File: src/rtl/tmr_vote_pkg.sv
// Shared types for the TMR vote monitor: lane identifiers and report FSM states.
package tmr_vote_pkg;

  typedef enum logic [1:0] {
    LANE_A = 2'd0,
    LANE_B = 2'd1,
    LANE_C = 2'd2
  } lane_t;

  typedef enum logic {
    IDLE   = 1'b0,
    REPORT = 1'b1
  } state_t;

endpackage

File: src/rtl/majority_voter.sv
// Combinational bitwise 2-of-3 majority with per-lane disagreement flags.
module majority_voter #(
  parameter int unsigned WIDTH = 6
) (
  input  logic [WIDTH-1:0] a,
  input  logic [WIDTH-1:0] b,
  input  logic [WIDTH-1:0] c,
  output logic [WIDTH-1:0] vote,
  output logic             dis_a,
  output logic             dis_b,
  output logic             dis_c
);

  assign vote  = (a & b) | (a & c) | (b & c);
  assign dis_a = (a != vote);
  assign dis_b = (b != vote);
  assign dis_c = (c != vote);

endmodule

File: src/rtl/tmr_vote_monitor.sv
// Registered TMR voter with per-lane saturating error counters and a
// valid/ready report channel that flags lanes whose count reaches THRESH.
module tmr_vote_monitor
  import tmr_vote_pkg::*;
#(
  parameter int unsigned WIDTH  = 6,
  parameter int unsigned CNT_W  = 8,
  parameter int unsigned THRESH = 4
) (
  input  logic             clk,
  input  logic             rst,
  input  logic [WIDTH-1:0] in_a,
  input  logic [WIDTH-1:0] in_b,
  input  logic [WIDTH-1:0] in_c,
  input  logic             in_valid,
  input  logic             clear,
  output logic [WIDTH-1:0] out,
  output logic             out_valid,
  output logic             err_a,
  output logic             err_b,
  output logic             err_c,
  output logic             multi_err,
  output logic [CNT_W-1:0] cnt_a,
  output logic [CNT_W-1:0] cnt_b,
  output logic [CNT_W-1:0] cnt_c,
  output logic             rpt_valid,
  input  logic             rpt_ready,
  output logic [1:0]       rpt_lane,
  output logic [CNT_W-1:0] rpt_count
);

  localparam logic [CNT_W-1:0] ThreshCnt = CNT_W'(THRESH);
  localparam logic [CNT_W-1:0] CntMax    = '1;

  logic [WIDTH-1:0]            vote;
  logic [2:0]                  dis;
  logic [2:0][CNT_W-1:0]       cnt_q, cnt_d;
  state_t                      state_q, state_d;
  lane_t                       lane_q, lane_d;
  logic [CNT_W-1:0]            rpt_count_q, rpt_count_d;
  logic                        handshake;

  majority_voter #(
    .WIDTH(WIDTH)
  ) u_voter (
    .a    (in_a),
    .b    (in_b),
    .c    (in_c),
    .vote (vote),
    .dis_a(dis[0]),
    .dis_b(dis[1]),
    .dis_c(dis[2])
  );

  // Vote path: out holds when idle, event flags are single-cycle.
  always_ff @(posedge clk or posedge rst) begin
    if (rst) begin
      out       <= '0;
      out_valid <= 1'b0;
      err_a     <= 1'b0;
      err_b     <= 1'b0;
      err_c     <= 1'b0;
      multi_err <= 1'b0;
    end else if (in_valid) begin
      out       <= vote;
      out_valid <= 1'b1;
      err_a     <= dis[0];
      err_b     <= dis[1];
      err_c     <= dis[2];
      multi_err <= (dis[0] & dis[1]) | (dis[0] & dis[2]) | (dis[1] & dis[2]);
    end else begin
      out_valid <= 1'b0;
      err_a     <= 1'b0;
      err_b     <= 1'b0;
      err_c     <= 1'b0;
      multi_err <= 1'b0;
    end
  end

  assign rpt_valid = (state_q == REPORT);
  assign handshake = rpt_valid & rpt_ready;

  // Counter priority: clear, then acceptance of this lane's report, then increment.
  always_comb begin
    cnt_d = cnt_q;
    for (int i = 0; i < 3; i++) begin
      if (clear) begin
        cnt_d[i] = '0;
      end else if (handshake && (lane_q == lane_t'(i))) begin
        cnt_d[i] = '0;
      end else if (in_valid && dis[i] && (cnt_q[i] != CntMax)) begin
        cnt_d[i] = cnt_q[i] + 1'b1;
      end
    end
  end

  always_comb begin
    state_d     = state_q;
    lane_d      = lane_q;
    rpt_count_d = rpt_count_q;
    unique case (state_q)
      IDLE: begin
        if (cnt_q[0] >= ThreshCnt) begin
          lane_d      = LANE_A;
          rpt_count_d = cnt_q[0];
          state_d     = REPORT;
        end else if (cnt_q[1] >= ThreshCnt) begin
          lane_d      = LANE_B;
          rpt_count_d = cnt_q[1];
          state_d     = REPORT;
        end else if (cnt_q[2] >= ThreshCnt) begin
          lane_d      = LANE_C;
          rpt_count_d = cnt_q[2];
          state_d     = REPORT;
        end
      end
      REPORT: begin
        if (rpt_ready) state_d = IDLE;
      end
      default: state_d = IDLE;
    endcase
  end

  always_ff @(posedge clk or posedge rst) begin
    if (rst) begin
      cnt_q       <= '0;
      state_q     <= IDLE;
      lane_q      <= LANE_A;
      rpt_count_q <= '0;
    end else begin
      cnt_q       <= cnt_d;
      state_q     <= state_d;
      lane_q      <= lane_d;
      rpt_count_q <= rpt_count_d;
    end
  end

  assign cnt_a     = cnt_q[0];
  assign cnt_b     = cnt_q[1];
  assign cnt_c     = cnt_q[2];
  assign rpt_lane  = lane_q;
  assign rpt_count = rpt_count_q;

endmodule
File: config.mk
export PLATFORM = sky130hd
export DESIGN_NAME = tmr_vote_monitor
export DESIGN_NICKNAME = d
export VERILOG_FILES = /design/src/rtl/tmr_vote_pkg.sv /design/src/rtl/majority_voter.sv /design/src/rtl/tmr_vote_monitor.sv
export SDC_FILE = /design/constraint.sdc
export NUM_CORES = 1
export LEC_CHECK = 0
export ABC_AREA = 1
export ABC_CLOCK_PERIOD_IN_PS = 3800
export BUFFER_PORTS_ARGS = -buffer_cell sky130_fd_sc_hd__clkbuf_2
export CORE_AREA = 2 2 104 56
export CTS_BUF_LIST = sky130_fd_sc_hd__clkbuf_8
export DETAILED_ROUTE_END_ITERATION = 10
export DIE_AREA = 0 0 106 58
export PLACE_DENSITY = 0.84
export RECOVER_POWER = 25
export SYNTH_ARGS = -nofsm -noshare
export SYNTH_HDL_FRONTEND = slang
export SYNTH_SLANG_ARGS = --single-unit
export TNS_END_PERCENT = 20
File: constraint.sdc
create_clock -name clk -period 3.8 [get_ports clk]
set_input_delay 0.76 -clock clk [delete_from_list [all_inputs] [get_ports clk]]
set_output_delay 0.76 -clock clk [all_outputs]
set_load 0.005 [all_outputs]
==> results of run 1 <==
-- worst paths after layout --
| kind | startpoint | to | slack [ns] | cells past startpoint |
|---|---|---|---|---|
| min reg2reg | rpt_count[3] | rpt_count[3] | 0.48 | 2 |
| max reg2reg | cnt_b[1] | cnt_b[7] | 2.04 | 10 |
| min | rpt_count[3] | rpt_count[3] | 0.48 | 2 |
| max in group clk | cnt_c[4] | cnt_c[4] | 1.99 | 1 |
| min in group asynchronous | rst | rpt_count[6] | 0.99 | 2 |
| max | rst | cnt_a[3] | 1.79 | 2 |
-- stage by stage --
step	hold slack [ns]	power [mW]	instance area [um2]	setup WS (ns)
floorplan	0.465	0.904	3090	1.95
global placement	0.454	1.05	3470	1.84
detailed placement	0.465	1.07	3470	1.78
CTS	0.484	1.35	3550	2.00
global route	0.512	1.44	3550	1.44
finish	0.480	1.35	3550	1.79
-- per-layer routing --
layer,share of wire,global-route usage,routed length [um]
met1,0.49,0.444,3950
met2,0.41,0.400,3320
met3,0.089,0.0495,721
met4,0.014,0.0883,112
met5,0,0,0
-- registers in the layout, indices dropped and copies added, names as in the netlist --
name / cells
rpt_lane: 2
err_b: 1
cnt_b: 8
cnt_a: 8
err_c: 1
rpt_count: 8
err_a: 1
rpt_valid: 1
cnt_c: 8
out: 6
out_valid: 1
multi_err: 1
-- synthesized netlist by cell type --
| library cell | number |
|---|---|
| a21o_1 | 1 |
| a21oi_1 | 11 |
| a22oi_1 | 1 |
| a31o_2 | 1 |
| a31oi_1 | 2 |
| buf_2 | 4 |
| buf_4 | 1 |
| buf_6 | 1 |
| clkbuf_1 | 3 |
| clkinv_2 | 1 |
| clkinv_4 | 1 |
| dfrtp_1 | 46 |
| ha_1 | 6 |
| inv_1 | 39 |
| inv_2 | 8 |
| nand2_1 | 112 |
| nand2_2 | 7 |
| nand2_4 | 4 |
| nand3_1 | 67 |
| nand3_2 | 5 |
| nand3_4 | 3 |
| nand3b_1 | 2 |
| nand4_1 | 4 |
| nand4_2 | 1 |
| nor2_1 | 31 |
| nor2_2 | 3 |
| nor2_4 | 1 |
| nor3_1 | 12 |
| nor3_2 | 4 |
| nor3_4 | 1 |
| nor3b_1 | 2 |
| nor4_1 | 4 |
| o21ai_0 | 29 |
| o21ai_1 | 1 |
| or2_1 | 1 |
| or2_2 | 1 |
| xnor2_1 | 3 |
| xor2_1 | 5 |
-- cells by family (layout without fill, tap and decap cells) --
group,Yosys count,count (layout),synth area share
AOI/OAI and AO/OA,46,46,0.0781
xor gates and xnor gates,8,8,0.0227
adders and majority gates,6,6,0.0243
buffers and inverters,58,124,0.0777
DFF,46,46,0.372
and+or+nand+nor,265,265,0.425
-- cell type report --
cell class	count	share of cell area
inverters	49	0.0536
repair buffers	68	0.0955
well taps	73	0.0257
clock inverters	2	0.00211
multi-input cells	325	0.479
flip-flops and latches	46	0.324
clock buffers	5	0.0194
-- power by group --
group / switching, mW / internal, mW / total [mW]
Sequential: 0.0851 / 0.558 / 0.643
Clock: 0.164 / 0.122 / 0.286
Combinational: 0.267 / 0.159 / 0.426
==> flow_summary.toml, run 1 <==
[outcome]
status = "complete, but fails checks"
failed_checks = "max-capacitance violations, max-slew violations"

[synth]
syn_nets = 458
syn_area_per_cell_um2 = 7.21
yosys_warnings = 0
synth_top_area_share = 0.372
yosysUniqueCellTypes = 38
ys_seq_area_frac = 0.372
synth_seq_cells = 46
synth_top_cell_by_area = "dfrtp_1"
syn-cell-area_um2 = 3090
synth_area_leaders = "dfrtp_1, nand2_1, nand3_1"
synth_cells = 429

[worst_setup_path]
arrival_ns = 2.10
crit_type = "in -> async"
critPathMaxStageDelay_ns = 1.24
crit_path_top_delay_cell = "inv_1"
critPathMaxFanout = 46
crit_chain = "clkbuf_2, inv_1"
crit_buf_inv = 2
crit_family = "buffers and inverters"
end_kind = "asynchronous set/reset pin"
cp-start-kind = "input pin"
cp.required_ns = 3.89

[finish]
multiInputGateArea_um2 = 1700
area.sequential_um2 = 1150
nets = 524
layout_commonest_cell = "nand2_1"
fill_cells = 468
fin_cells = 568
fin_util = 0.676
syn_to_final_growth_pct = 14.8
diodes = 0
drive_gt1_frac = 0.228
most-common-layout-cells = "nand2_1, nand3_1, clkbuf_2, dfrtp_1, inv_1"

[timing]
fin_crit_sh = 0.530
setup-tns-final_ns = 0
setup_viol = 0
finalHoldViolCount = 0
fmax_mhz = 497
maxSlewViolCount = 47
skew_ns = 0.00898
min_period_ns = 2.01
worst_pin_slew_ns = 1.78
rsz0062_at_grt = "no"
maxSlewHeadroom = -0.185

[pwr]
powerDensity_nw_per_um2 = 382
p_leak_nw = 1.93
peakVddDrop_mv = 0.246

[cts]
clk_latency_ns = 0.31
clkSlewWorstSetupHoldPaths_ns = 0.08
numCtsBuffers = 5
root_buffer = "clkbuf_8"
cts_tree = "done"
post_cts_resized = 0
h-tree-depth = 2
cts_hold_buf = 0
cts.path.max_buffers = 2
post_cts_buffers = 0
cts.sink_count = 46

[die]
start_util = 0.589
row_count = 19
dieArea_um2 = 6150
chipWidth_um = 106
die_h_um = 58
core_um2 = 5250
ios = 69

[global_route]
gr-total-overflow = 0
grt_usage = 0.284
grt_pass1_vias = 2804
grt_max_degree = 47
grt_pass1_wl_um = 13700
antenna_found_initial = 0

[routing]
drt_iter0_drc = 375
drtAntennaViolNets = 0
viasPerCell = 5.62
routedWlPerCell_um = 14.3
wl_um = 8100
drc = 0
first_pass_iters = 5
vias = 3192

[job]
maxCapViolCount = 1

[placement]
place_inst = 561
globalplace.congestion = 0.920
dp_hpwl_um = 6180
port_buffers = 68

[min_path]
hold_class = "reg -> reg"
Note: power is estimated with default switching activity, not from simulation.
==> run 2, diff against run 1 <==
--- a/config.mk
+++ b/config.mk
@@ -6,13 +6,13 @@
 export NUM_CORES = 1
 export LEC_CHECK = 0
 export ABC_AREA = 1
-export ABC_CLOCK_PERIOD_IN_PS = 3800
+export ABC_CLOCK_PERIOD_IN_PS = 1870
 export BUFFER_PORTS_ARGS = -buffer_cell sky130_fd_sc_hd__clkbuf_2
-export CORE_AREA = 2 2 104 56
+export CORE_AREA = 2 2 109 58
 export CTS_BUF_LIST = sky130_fd_sc_hd__clkbuf_8
 export DETAILED_ROUTE_END_ITERATION = 10
-export DIE_AREA = 0 0 106 58
-export PLACE_DENSITY = 0.84
+export DIE_AREA = 0 0 111 60
+export PLACE_DENSITY = 0.78
 export RECOVER_POWER = 25
 export SYNTH_ARGS = -nofsm -noshare
 export SYNTH_HDL_FRONTEND = slang
==> constraint.sdc (replaced) <==
create_clock -name clk -period 1.87 [get_ports clk]
set_input_delay 0.374 -clock clk [delete_from_list [all_inputs] [get_ports clk]]
set_output_delay 0.374 -clock clk [all_outputs]
set_load 0.005 [all_outputs]
==> run 2 against run 1 <==
The flow now finishes without violations. Worst hold slack worse by 0.32 ns. Core utilization decreased by 5.0 points. First-iteration DRC count is 21% lower. Highest routed layer unchanged.
==> flow_summary.toml, run 2 (synthesis results as in run 1) <==
[pwr]
powerDensity_nw_per_um2 = 774
p_leak_nw = 1.96
peakVddDrop_mv = 0.439
totalPowerFinal_mw = 2.80

[worst_setup_path]
crit_type = "reg -> reg"
cp.required_ns = 2.06
critPathMaxFanout = 9
cp-start-kind = "flop"
crit_family = "simple AND/OR/NAND/NOR gates"
end_kind = "flop"
critPathMaxStageDelay_ns = 0.44
path_common_cell = "nand2_1"
crit_cells = 10
r2r_cells = 10
r2r_slack_ns = 0.20
crit_path_top_delay_cell = "dfrtp_2"
r2r-start = "cnt_b[1]"
cp-startpoint = "cnt_b[1]"
crit_buf_inv = 1
arrival_ns = 1.87
crit_chain = "ha_1, nand2_1, inv_2, nand3_2, nor3_2, nand2_1, nand3_4, nand2_4, nand2_1, nand2_1"

[min_path]
hold_class = "in -> async"

[timing]
setup_viol = 0
fin_crit_sh = 0.895
worst_slack_ns = 0.196
worst_pin_slew_ns = 0.810
finalHoldViolCount = 0
setup-tns-final_ns = 0
skew_ns = 0.00709
fmax_mhz = 597
hold-worst-slack_ns = 0.163
min_period_ns = 1.67
maxSlewHeadroom = 0.460
maxSlewViolCount = 0
rsz0062_at_grt = "no"

[finish]
fill_cells = 532
most-common-layout-cells = "nand2_1, nand3_1, clkbuf_2, dfrtp_1, inv_1"
diodes = 0
drive_gt1_frac = 0.243
layout_commonest_cell = "nand2_1"
syn_to_final_growth_pct = 16.9
nets = 531

[cts]
h-tree-depth = 2
clkSlewWorstSetupHoldPaths_ns = 0.08
root_buffer = "clkbuf_8"
cts_tree = "done"
cts.path.max_buffers = 2
cts.sink_count = 46
numCtsBuffers = 5
clk_latency_ns = 0.30
post_cts_buffers = 0

[die]
dieArea_um2 = 6660
start_util = 0.535
die_h_um = 60
chipWidth_um = 111
core_um2 = 5780
row_count = 20
ios = 69

[placement]
port_buffers = 68
globalplace.congestion = 0.892
dp_slack_ns = 0.158
dp_hpwl_um = 6100

[routing]
vias = 3121
routedWlPerCell_um = 13.5
drc = 0
viasPerCell = 5.38
wl_um = 7820
first_pass_iters = 5
drt_iter0_drc = 295
drtAntennaViolNets = 0

[outcome]
status = "completed"

[global_route]
grt_pass1_vias = 2671
grt_use_met3 = 0.0558
use_met1 = 0.384
globalRouteMet2Util = 0.340
grt_usage = 0.244
antenna_found_initial = 0
gr-total-overflow = 0
grt-busiest-layer = "met1"
grt_pass1_wl_um = 12900
grt_max_degree = 21

[job]
maxCapViolCount = 0
[run 2: changes by cell type in the layout (fill, tap and decap cells not counted)]
cell,previous run,this run
dfrtp_1,46,44
buf_4,0,5
clkbuf_1,1,3
clkinv_2,1,2
inv_1,41,40
dfrtp_2,0,2
clkbuf_8,5,6
[run 2: stage by stage]
stage / util / cells / cell area (um2)
final: 0.626 / 580 / 3620
after global routing: 0.626 / 580 / 3620
after CTS: 0.627 / 580 / 3620
after detailed placement: 0.611 / 572 / 3530
after global placement: 0.611 / 572 / 3530
after floorplan: - / 429 / 3090
[run 2: routing by layer]
layer	wire [um]	vias up	part of all wire
li1	-	1555	-
met1	4150	1438	0.53
met2	3070	121	0.39
met3	562	7	0.072
met4	42	0	0.0054
met5	0	-	0
[run 2: worst paths after layout]
check / end
min reg2reg: rpt_count[7]
min: out[2]
max: cnt_b[1]
min in group clk: rpt_valid
max in group asynchronous: cnt_b[1]
max reg2reg: cnt_b[1]
[run 2: timing repair]
item	4_1_cts	5_1_grt
hold buffers	0	0
endpoints found under the setup margin	0	7
resized for setup	0	2
[run 2: final cells by class]
class,instances,area (um2),share of cell area
multi-input cells,325,1700,0.470
flip-flops and latches,46,1150,0.319
repair buffers,75,384,0.106
inverters,49,190,0.0526
well taps,77,96.3,0.0266
clock buffers,6,82.6,0.0228
clock inverters,2,8.76,0.00242
[run 2: power breakdown]
group	leakage, nW	switching, mW	internal [mW]
logic	1.30	0.540	0.332
clock network	0.0524	0.338	0.293
registers	0.606	0.162	1.14
total	1.96	1.04	1.76
[run 2: worst register-to-register path, stage by stage (launching register included)]
cell and delay (ns):
dfrtp_2 0.44, ha_1 0.21, nand2_1 0.07, inv_2 0.07, nand3_2 0.09, nor3_2 0.18
nand2_1 0.13, nand3_4 0.16, nand2_4 0.11, nand2_1 0.08, nand2_1 0.05
==> run 3, diff against run 2 <==
--- a/config.mk
+++ b/config.mk
@@ -5,13 +5,12 @@
 export SDC_FILE = /design/constraint.sdc
 export NUM_CORES = 1
 export LEC_CHECK = 0
-export ABC_AREA = 1
 export ABC_CLOCK_PERIOD_IN_PS = 1870
 export BUFFER_PORTS_ARGS = -buffer_cell sky130_fd_sc_hd__clkbuf_2
-export CORE_AREA = 2 2 109 58
+export CORE_AREA = 2 2 104 56
 export CTS_BUF_LIST = sky130_fd_sc_hd__clkbuf_8
 export DETAILED_ROUTE_END_ITERATION = 10
-export DIE_AREA = 0 0 111 60
+export DIE_AREA = 0 0 106 58
 export PLACE_DENSITY = 0.78
 export RECOVER_POWER = 25
 export SYNTH_ARGS = -nofsm -noshare
==> run 3 against run 2 <==
The run now ends with negative setup slack left. Sequential power decreased by 3%. Power decreased by 2.3%. Core utilization increased by 11 points. Area after synthesis decreased by 9.9%. Count of clock-buffer cells in the layout decreased by 1. Maximum frequency decreased by 12%. Setup slack got worse by 0.23 ns. Final cell count decreased by 13%. Critical path type unchanged. Critical endpoint is now rpt_count[0]. Largest power group unchanged.
==> flow_summary.toml, run 3 <==
[synth]
async_flop_share = 1.00
yosys_warnings = 0
yosys.area_share.simple = 0.277
synth-adder-area-share = 0.0485
synth_seq_cells = 46
synth_top_family_by_area = "simple AND/OR/NAND/NOR gates"
synth_mux_area_frac = 0.0503
synth_cells = 297
syn_area_per_cell_um2 = 9.38
syn_nets = 326
netlist_top_cells_count = "dfrtp_1, nor2_1, a21oi_1"
synth_area_leaders = "dfrtp_1, nor2_1, a21oi_1"
synth-xor-area-share = 0.0346
yosysUniqueCellTypes = 55
syn-cell-area_um2 = 2790
ys.flop_type = "dfrtp_1"
synth-compound-area-share = 0.142
synth_top_cell_by_area = "dfrtp_1"
ys_seq_area_frac = 0.413
yosysMostFrequentCell = "dfrtp_1"
synth_top_area_share = 0.413
synth-edff-count = 0

[finish]
fill_cells = 375
fin_area_um2 = 3880
fin_util = 0.739
drive_gt1_frac = 0.406
syn_to_final_growth_pct = 39.3
diodes = 0
fin_cells = 507
nets = 462
layout_commonest_cell = "clkbuf_2"
most-common-layout-cells = "clkbuf_2, buf_4, dfrtp_1, nor2_1, a21oi_1"

[worst_setup_path]
arrival_ns = 2.11
critPathMaxFanout = 4
cp.required_ns = 2.07
crit_buf_inv = 0
r2r_slack_ns = -0.03
cp-start-kind = "flop"
end_kind = "flop"
crit_path_top_delay_cell = "or4_4"
r2r_cells = 5
crit_chain = "or4_4, nor3_4, mux2i_1, o21ai_1, mux2_4"
critPathMaxStageDelay_ns = 0.54
crit_family = "simple AND/OR/NAND/NOR gates"
r2r-end = "rpt_count[0]"
crit_type = "reg -> reg"
r2r-start = "cnt_b[2]"

[timing]
maxSlewViolCount = 0
maxSlewHeadroom = 0.243
setup_viol = 2
rsz0062_at_grt = "yes"
finalHoldViolCount = 0
fin_crit_sh = 1.02
min_period_ns = 1.90
worst_slack_ns = -0.0348
fmax_mhz = 525
skew_ns = 0.00728
worst_pin_slew_ns = 1.14

[die]
ios = 69
chipWidth_um = 106
row_count = 19
start_util = 0.530
dieArea_um2 = 6150
die_h_um = 58
core_um2 = 5250

[cts]
cts.path.max_buffers = 2
clkSlewWorstSetupHoldPaths_ns = 0.09
clk_latency_ns = 0.31
cts_hold_buf = 0
cts.sink_count = 46
cts_tree = "done"
h-tree-depth = 2
numCtsBuffers = 5
root_buffer = "clkbuf_8"

[global_route]
grt_pass1_vias = 2622
grt_max_degree = 47
grt_pass1_wl_um = 12900
grt_usage = 0.275
gr-total-overflow = 0
antenna_found_initial = 0

[outcome]
failed_checks = "negative setup slack"
status = "complete, but fails checks"

[routing]
vias = 2819
drc = 0
viasPerCell = 5.56
first_pass_iters = 4
routedWlPerCell_um = 15.8
wl_um = 8000
drt_iter0_drc = 136
drtAntennaViolNets = 0

[placement]
port_buffers = 68
dp_hpwl_um = 6050
globalplace.congestion = 0.913
place_inst = 496
dpl_cell_area_um2 = 3690

[min_path]
worstHoldEndpoint = "rpt_valid"
hp-start = "rpt_ready"
hold_class = "in -> reg"
hold_path_depth = 3

[job]
maxCapViolCount = 0

[pwr]
totalPowerFinal_mw = 2.74
powerDensity_nw_per_um2 = 705
peakVddDrop_mv = 0.725
p_leak_nw = 1.91
[run 3: cell type report]
class / count / area [um2] / share of cell area
Multi-Input combinational cell: 229 / 1610 / 0.415
Clock buffer: 5 / 68.8 / 0.0177
Sequential cell: 46 / 1150 / 0.296
Clock inverter: 3 / 40.0 / 0.0103
Inverter: 16 / 60.1 / 0.0155
Tap cell: 73 / 91.3 / 0.0235
Timing Repair Buffer: 135 / 861 / 0.222
[run 3: per-layer routing]
layer,GRT usage,vias up,share of wire
met5,0,-,0
met4,0.102,0,0.014
met3,0.0540,9,0.073
met2,0.400,110,0.43
met1,0.410,1341,0.49
li1,-,1359,-
[run 3: repair_timing]
action | in CTS | in global routing
gates cloned | 0 | 0
pin swaps | 6 | 6
setup buffers | 3 | 1
endpoints found under the setup margin | 9 | 23
resized for setup | 6 | 16
[run 3: how the worst max path moves through the flow]
stage,startpoint,endpoint,slack [ns],cells after the start
after floorplan,cnt_b[5],rpt_count[0],-0.12,5
after global placement,in_c[3],multi_err,-0.32,9
after detailed placement,in_c[4],cnt_b[5],-0.28,7
after CTS,cnt_b[3],rpt_count[1],-0.08,5
after global routing,cnt_b[2],rpt_count[5],-0.09,7
final,cnt_b[2],rpt_count[0],-0.03,5
[run 3: logic make-up (layout without fill, tap and decap cells)]
logic type	after synthesis	in the layout
adders and majority gates	12	12
buffers and inverters	22	159
muxes	13	13
xor gates and xnor gates	11	11
DFF	46	46
AOI/OAI and AO/OA	55	55
and+or+nand+nor	138	138
[run 3: report_power, final]
part	internal (mW)	leakage [nW]	switching (mW)	total, mW
Sequential	1.14	0.598	0.123	1.26
Combinational	0.387	1.26	0.346	0.733
Clock	0.394	0.0579	0.347	0.741
[run 3: through the flow]
| step | TNS [ns] | setup WS (ns) | hold WS, ns |
|---|---|---|---|
| floorplan | -0.581 | -0.125 | 0.405 |
| global placement | -4.51 | -0.321 | 0.412 |
| detailed placement | -4.76 | -0.276 | 0.417 |
| CTS | -0.532 | -0.0779 | 0.0840 |
| global route | -0.690 | -0.0901 | 0.354 |
| finish | -0.0527 | -0.0348 | 0.334 |
[run 3: worst reg2reg max path, delay by kind of cell (launching register included)]
| kind | cells | cell delay, ns |
|---|---|---|
| DFF | 1 | 0.38 |
| muxes | 2 | 0.51 |
| AOI/OAI and AO/OA | 1 | 0.12 |
| and+or+nand+nor | 2 | 0.78 |
